<file path="src/rtl/lcd_bus_arbiter.sv">
// lcd_bus_arbiter: round-robin sharing of one character-LCD controller with a stall watchdog
module lcd_bus_arbiter #(
  parameter int NREQ    = 2,
  parameter int TIMEOUT = 4095
) (
  input  logic                 clk,
  input  logic                 rst,
  input  logic [NREQ-1:0]      req,
  input  logic [10*NREQ-1:0]   req_word,
  output logic [NREQ-1:0]      ack,
  output logic                 lcd_enable,
  output logic [9:0]           lcd_bus,
  input  logic                 lcd_busy,
  output logic                 err,
  output logic [1:0]           owner
);
  localparam logic [1:0] IDLE = 2'd0, ISSUE = 2'd1, WAIT_DONE = 2'd2, ACK = 2'd3;
  logic [1:0]  state, ptr, gnt, j;
  logic        any, tmo;
  logic [15:0] wdog;
  logic [3:0]  req4;
  logic [39:0] word4;
  logic [9:0]  words [4];
  assign req4  = 4'(req);
  assign word4 = 40'(req_word);
  // the watchdog fires on the cycle its count would reach TIMEOUT
  assign tmo = (wdog + 16'd1) == 16'(TIMEOUT);
  // pick the first pending requester at or after the round-robin pointer
  always_comb begin
    gnt = ptr;
    any = 1'b0;
    j = '0;
    for (int k = NREQ - 1; k >= 0; k--) begin
      j = 2'((32'(ptr) + k) % NREQ);
      if (req4[j]) begin
        gnt = j;
        any = 1'b1;
      end
    end
  end
  // unpack the request words so they can be selected by grant index
  always_comb begin
    for (int i = 0; i < 4; i++) words[i] = word4[10*i +: 10];
  end
  // handshake FSM; completion in WAIT_DONE wins over a simultaneous timeout
  always_ff @(posedge clk or posedge rst) begin
    if (rst) begin
      state      <= IDLE;
      ptr        <= '0;
      owner      <= '0;
      ack        <= '0;
      lcd_enable <= 1'b0;
      lcd_bus    <= '0;
      err        <= 1'b0;
      wdog       <= '0;
    end else begin
      ack <= '0;
      case (state)
        IDLE: if (any && !lcd_busy) begin
          lcd_bus    <= words[gnt];
          owner      <= gnt;
          lcd_enable <= 1'b1;
          wdog       <= '0;
          state      <= ISSUE;
        end
        ISSUE: begin
          wdog <= wdog + 16'd1;
          if (tmo) begin
            err        <= 1'b1;
            lcd_enable <= 1'b0;
            ack        <= NREQ'(4'b1 << owner);
            state      <= ACK;
          end else if (lcd_busy) begin
            lcd_enable <= 1'b0;
            state      <= WAIT_DONE;
          end
        end
        WAIT_DONE: begin
          wdog <= wdog + 16'd1;
          if (!lcd_busy || tmo) begin
            err   <= err | lcd_busy;
            ack   <= NREQ'(4'b1 << owner);
            state <= ACK;
          end
        end
        default: begin
          ptr   <= 2'((32'(owner) + 1) % NREQ);
          state <= IDLE;
        end
      endcase
    end
  end
endmodule

</file>
<file path="config.mk">
export PLATFORM = sky130hd
export DESIGN_NAME = lcd_bus_arbiter
export DESIGN_NICKNAME = d
export VERILOG_FILES = /design/src/rtl/lcd_bus_arbiter.sv
export SDC_FILE = /design/constraint.sdc
export NUM_CORES = 1
export LEC_CHECK = 0
export ABC_AREA = 1
export CORE_AREA = 4 4 52 88
export CTS_CLUSTER_DIAMETER = 50
export DETAILED_ROUTE_END_ITERATION = 10
export DIE_AREA = 0 0 56 92
export GPL_TIMING_DRIVEN = 0
export HOLD_SLACK_MARGIN = 0.1
export PLACE_DENSITY = 0.82
export SYNTH_ARGS = -nofsm -noshare
export SYNTH_HDL_FRONTEND = slang
export SYNTH_SLANG_ARGS = --single-unit
</file>
<file path="constraint.sdc">
create_clock -name clk -period 3.5 [get_ports clk]
set_input_delay 1.05 -clock clk [delete_from_list [all_inputs] [get_ports clk]]
set_output_delay 1.05 -clock clk [all_outputs]
set_load 0.05 [all_outputs]
</file>
==> impl_metrics.ini, run 1 <==
[run_status]
outcome = complete, no violations

[synth]
synth_enable_flop_cells = 0
synth_top_area_share_pct = 41.3
synthFlopType = sky130_fd_sc_hd__dfrtp_1
synth_compound_area_share_pct = 13.3
leading_post_synthesis_cells_by_instance_count = sky130_fd_sc_hd__nand2_1 (71), sky130_fd_sc_hd__inv_1 (38), sky130_fd_sc_hd__dfrtp_1 (34)
combined_area_of_all_synthesized_cells_um2 = 2060
synth_top_family_by_area = simple AND/OR/NAND/NOR gates
synth-async-reset-ratio_pct = 100
synth-seq-cells = 34
synth.yosys.seq_area_share_pct = 41.3
mux_cell_area_share_after_synthesis_pct = 0
yosysTopAreaCell = sky130_fd_sc_hd__dfrtp_1
synth_area_in_adders_pct = 3.64
synth_simple_gate_area_share_pct = 32.2
syn_avg_cell_area_um2 = 7.31
netlist_top_cells_area = sky130_fd_sc_hd__dfrtp_1 (41%), sky130_fd_sc_hd__nand2_1 (13%), sky130_fd_sc_hd__inv_1 (6.9%)
synth.net_count = 313
synth_cell_types = 25
post_synthesis_cells = 282
synthesis.yosys.warnings = 0
synth-xor-area-share_pct = 0.850
yosys.cell_count.top_type = sky130_fd_sc_hd__nand2_1

[finish]
area_delta_synth_final_pct = 26.3
fin_nets = 359
num_antenna_cells = 0
drive_above_1_share_pct = 8.51

[global_routing]
grt_antenna_before_repair = 0
total_track_usage_pct = 21.4
number_of_global_route_vias_before_repair = 2095
grt_pass1_wl_um = 8700
grt_remaining_overflow = 0
grt_start_max_net_pins = 35

[detailed_routing]
vias = 1987
routed-wl-met2_um = 2900
top_signal_layer_used = met4
drt-wirelength-per-cell_um = 13.3
drt_first_pass_iters = 4
number_of_vias_per_cell_after_detailed_routing = 5.27
drt_first_iter_violations = 32
wl_um = 5020
drt.antenna.violating_nets = 0
route.detailed.drc = 0
route.met3.wl_um = 239
met1_length_um = 1700

[clock_tree]
clock_tree.root_cell = sky130_fd_sc_hd__clkbuf_8
cts.path.max_buffers = 2
h-tree-depth = 2
clk_pin_slew_ns = 0.07
clkSinkCount = 34
worst_skew_pair.late_latency_ns = 0.29
cts.repair.resized = 0
tritoncts = done
cts-buffers-inserted = 5
cts_post_setup_buffers_inserted = 0
postCtsHoldBufs = 0

[place]
numPortBuffers = 39
hpwl_um = 3960
finalWeightedCongestion = 0.849

[worst_setup_path]
cp_max_delay_cell = sky130_fd_sc_hd__clkdlybuf4s50_1
crit_path_end_kind = flip-flop
cp.required_ns = 3.65
crit_top_cell = sky130_fd_sc_hd__inv_1
ordered_list_of_cells_on_the_worst_path = clkdlybuf4s50_1 > inv_1 > o21ai_0 > nor2_1 > inv_1 > o21ai_1 > clkbuf_1 > o22ai_1
highest_net_fanout_along_the_worst_path = 10
path_class = in -> reg
worst_setup_path_start_kind = input pin
critPathArrivalTime_ns = 2.98
critical_path.n_buffers_inverters = 4
cp_slowest_stage_delay_ns = 0.48
critPathTopFamily = buffers and inverters

[power_and_ir_drop]
total_power_w = 0.00195
ir_worst_vdd_mv = 0.593
power.leakage_nw = 1.21
powerDensity_nw_per_um2 = 749

[sta]
max_slew_margin_pct = 52.5
finalClockSkew_ns = 0.00466
final_hold_viol_count = 0
finalSetupViolCount = 0
worst_pin_slew_ns = 0.711
layout_worst_path_cycle_share_pct = 80.8
grt_setup_unrepaired = false
timing_max_transition_violations_final = 0
tns_ns = 0
fin_crit_ns = 2.83
max_freq_ghz = 0.353

[floorplan]
top_level_ports = 41
die_area_um2 = 5150
starting_density_of_the_core_pct = 52.8
core_area_um2 = 3900
chipHeight_um = 92
rows = 30
fp.dieW_um = 56

[flow_run]
timing.max_cap.violations = 0

[min_path]
holdCritPathClass = reg -> reg
[power breakdown]
group	total (W)	switching, W	internal (W)
registers	0.000621	0.000104	0.000517
logic	0.00102	0.000697	0.000323
clock network	0.000309	0.000150	0.000159
[state kept, by name, summed over array words and instances, names as in the netlist]
| signal | cells |
|---|---|
| lcd_bus | 10 |
| lcd_enable | 1 |
| state | 2 |
| ptr | 1 |
| owner | 1 |
| ack | 2 |
| err | 1 |
| wdog | 16 |
[through the flow]
step | hold WS (ns) | utilization (%) | setup WS [ns] | instances | area [µm²]
after floorplan | 0.475 | - | 1.36 | 282 | 2060
after global placement | 0.466 | 64.3 | 0.333 | 369 | 2510
after detailed placement | 0.472 | 64.3 | 0.348 | 369 | 2510
after CTS | 0.490 | 66.7 | 0.648 | 377 | 2600
after global routing | 0.504 | 66.7 | 0.469 | 377 | 2600
final | 0.485 | 66.7 | 0.671 | 377 | 2600
[layout make-up]
type                       count  area, µm²
buffer                         6       26.3
multi-input combinational    202       1030
fill                         342       1300
clock inverter                 1       5.00
inverter                      40        150
sequential                    34        851
timing repair buffer          39        390
tap                           48       60.1
clock buffer                   7       86.3
[metal layers]
metal | vias up | GRT usage, %
met5 | - | 0
met3 | 14 | 4.79
met2 | 46 | 43.4
li1 | 998 | -
met4 | 0 | 9.50
met1 | 929 | 18.8
[cells by family (layout without fill, tap and decap cells)]
group / Yosys count / in the layout
AO/OA/AOI/OAI: 50 / 50
buffers and inverters: 46 / 93
XOR/XNOR: 2 / 2
AND/OR/NAND/NOR: 143 / 143
flip-flops: 34 / 34
adder cells (fa/ha/maj): 6 / 6
other: 1 / 1
[worst paths after layout]
| check | start | endpoint | slack [ns] | cells past startpoint |
|---|---|---|---|---|
| hold reg to reg | lcd_bus[6] | lcd_bus[6] | 0.48 | 2 |
| min in group asynchronous | rst | lcd_bus[8] | 1.19 | 2 |
| max in group asynchronous | rst | wdog[15] | 1.85 | 2 |
| setup reg to reg | state[1] | wdog[1] | 1.28 | 8 |
| hold / removal | lcd_bus[6] | lcd_bus[6] | 0.48 | 2 |
| setup / recovery | lcd_busy | wdog[1] | 0.67 | 8 |
[worst min-delay path, stage by stage, from the launching register on]
cell and delay, ns:
sky130_fd_sc_hd__dfrtp_1 0.35, sky130_fd_sc_hd__nand2_1 0.05, sky130_fd_sc_hd__o21ai_0 0.06
[cells in the final DEF, fill, tap and decap left out, types with 2 or more instances in the layout]
master / instances
sky130_fd_sc_hd__nand2_2: 3
sky130_fd_sc_hd__o21ai_1: 7
sky130_fd_sc_hd__nor2_1: 32
sky130_fd_sc_hd__ha_1: 6
sky130_fd_sc_hd__clkbuf_8: 6
sky130_fd_sc_hd__o22ai_1: 12
sky130_fd_sc_hd__nand3_1: 17
sky130_fd_sc_hd__nor2_4: 3
sky130_fd_sc_hd__nor2_2: 6
sky130_fd_sc_hd__clkdlybuf4s50_1: 39
sky130_fd_sc_hd__nand2_1: 71
sky130_fd_sc_hd__nand2_4: 3
sky130_fd_sc_hd__dfrtp_1: 34
sky130_fd_sc_hd__xor2_1: 2
sky130_fd_sc_hd__inv_1: 37
sky130_fd_sc_hd__inv_2: 2
sky130_fd_sc_hd__clkbuf_1: 6
sky130_fd_sc_hd__nand4_1: 6
sky130_fd_sc_hd__o21ai_0: 28
No activity file was read; power rests on OpenSTA's default activity.
==> inputs of run 2 (changes only) <==
- CORE_AREA: 4 4 52 88 -> 4 4 54 92
- DIE_AREA: 0 0 56 92 -> 0 0 58 96
- PLACE_DENSITY: 0.82 -> 0.76
- clock period: 3.5 -> 2.8 ns (I/O delays scaled with it)
==> run 2 against run 1 <==
Via count fell by 2.0%. Global-route usage fell by 1.3 points. Power rose by 23%. Clock power rose by 11%. Routed wire length barely moved. Clock skew fell by 0.0011 ns. Utilization fell by 4.8 points. Die area rose by 8.1%. Highest routed layer unchanged.
==> impl_metrics.ini, run 2 (synthesis results as in run 1) <==
[floorplan]
chipHeight_um = 96
core_area_um2 = 4190
rows = 31
die_area_um2 = 5570
fp.dieW_um = 58
starting_density_of_the_core_pct = 49.2
top_level_ports = 41

[sta]
fin_crit_ns = 2.48
tns_ns = 0
fin_ws_ns = 0.318
max_freq_ghz = 0.403
finalClockSkew_ns = 0.00359
final_hold_viol_count = 0
grt_setup_unrepaired = false
holdWs_ns = 0.487
layout_worst_path_cycle_share_pct = 88.7
worst_pin_slew_ns = 0.747
finalSetupViolCount = 0
timing_max_transition_violations_final = 0
max_slew_margin_pct = 50.1

[detailed_routing]
wl_um = 5020
route.detailed.drc = 0
route.met3.wl_um = 226
routed-wl-met2_um = 2750
number_of_vias_per_cell_after_detailed_routing = 5.17
vias = 1948
met1_length_um = 1800
drt.antenna.violating_nets = 0
top_signal_layer_used = met4
drt_first_pass_iters = 4
drt-wirelength-per-cell_um = 13.3
drt_first_iter_violations = 55

[worst_setup_path]
setup.worst_path.start = lcd_busy
path_class = in -> reg
cp.required_ns = 2.94
worst_setup_path_start_kind = input pin
regToRegStartpoint = state[0]
highest_net_fanout_along_the_worst_path = 10
crit_path_end_kind = flip-flop
critPathArrivalTime_ns = 2.62

[finish]
registers.top_by_ff_count = wdog
num_antenna_cells = 0
mostFrequentLayoutCells = sky130_fd_sc_hd__nand2_1 (71), sky130_fd_sc_hd__clkdlybuf4s50_1 (39), sky130_fd_sc_hd__inv_1 (37)
leading_cell_type_in_the_layout_fill_and_taps_excluded = sky130_fd_sc_hd__nand2_1
fin_area_um2 = 2590
largest_register_ff_count = 16
area_delta_synth_final_pct = 25.7
fin_nets = 359
post_layout_nonfiller_instances = 377
reg_top3 = wdog x16, lcd_bus x10
drive_above_1_share_pct = 8.23
fillCellCount = 376

[power_and_ir_drop]
share_clk_of_total_power_pct = 14.3
powerDensity_nw_per_um2 = 924
power.leakage_nw = 1.20
switching_power_w = 0.00117
gate_power_share_pct = 53.2
p_int_w = 0.00123
ir_worst_vdd_mv = 0.722
pwr-share-seq_pct = 32.5
power.switching_fraction_pct = 48.8

[clock_tree]
worst_skew_pair.late_latency_ns = 0.28
clock_tree.root_cell = sky130_fd_sc_hd__clkbuf_8
clkSinkCount = 34
cts_post_setup_buffers_inserted = 0
clk_pin_slew_ns = 0.07
cts.path.max_buffers = 2
cts-buffers-inserted = 5
tritoncts = done
h-tree-depth = 2

[global_routing]
grt_remaining_overflow = 0
grt_start_max_net_pins = 35
number_of_global_route_vias_before_repair = 1947
grt_pass1_wl_um = 8470
total_track_usage_pct = 20.0
grt_antenna_before_repair = 0

[place]
preCtsSetupSlack_ns = -0.117
numPortBuffers = 39
placed_cell_area_um2 = 2510
finalWeightedCongestion = 0.835
hpwl_um = 3950
numPlacedInstances = 370

[flow_run]
timing.max_cap.violations = 0

[run_status]
outcome = complete, no violations

[min_path]
holdCritPathClass = reg -> reg
worst_hold_path_startpoint = lcd_bus[4]
run 2: area by class of cell:
type / instances / area [µm²] / area share, %
plain buffers: 6 / 27.5 / 1.06
clock buffers: 7 / 76.3 / 2.95
inverters: 40 / 150 / 5.80
multi-input cells: 202 / 1030 / 39.9
flip-flops and latches: 34 / 851 / 32.9
well taps: 49 / 61.3 / 2.37
repair buffers: 39 / 390 / 15.1
run 2: worst max-delay path, stage by stage:
cell and delay (ns):
sky130_fd_sc_hd__clkdlybuf4s50_1 0.47, sky130_fd_sc_hd__inv_1 0.08, sky130_fd_sc_hd__o21ai_0 0.10, sky130_fd_sc_hd__nor2_1 0.21
sky130_fd_sc_hd__inv_1 0.13, sky130_fd_sc_hd__o21ai_1 0.31, sky130_fd_sc_hd__clkbuf_2 0.35, sky130_fd_sc_hd__o22ai_1 0.12
run 2: repair_timing:
item                                    in CTS  in global routing
endpoints found under the setup margin       0                 10
hold buffers                                 0                  0
gates resized for setup                      0                  2
run 2: layer usage:
metal	GRT usage, %	vias up
met3	4.43	16
met5	0	-
li1	-	992
met4	11.8	0
met1	19.0	884
met2	38.0	56
run 2: stage by stage:
stage               power (W)  utilization, %
finish                0.00239            61.8
global route          0.00257            61.8
CTS                   0.00241            61.8
detailed placement    0.00206            60.0
global placement      0.00204            60.0
floorplan             0.00164               -
run 2: worst paths after layout:
kind	end	slack [ns]	cells past startpoint
setup / recovery	wdog[3]	0.32	8
hold / removal	lcd_bus[4]	0.49	2
setup reg to reg	wdog[3]	0.73	8
hold reg to reg	lcd_bus[4]	0.49	2
max in group asynchronous	state[1]	1.31	2
min in group asynchronous	wdog[2]	1.01	2
run 2: power groups by stage:
stage	sequential [W]	clock, W	combinational [W]
6_report	0.000778	0.000342	0.00127
5_1_grt	0.000799	0.000367	0.00140
4_1_cts	0.000778	0.000349	0.00128
3_5_place_dp	0.000785	0	0.00127
3_3_place_gp	0.000781	0	0.00126
2_1_floorplan	0.00106	0	0.000578
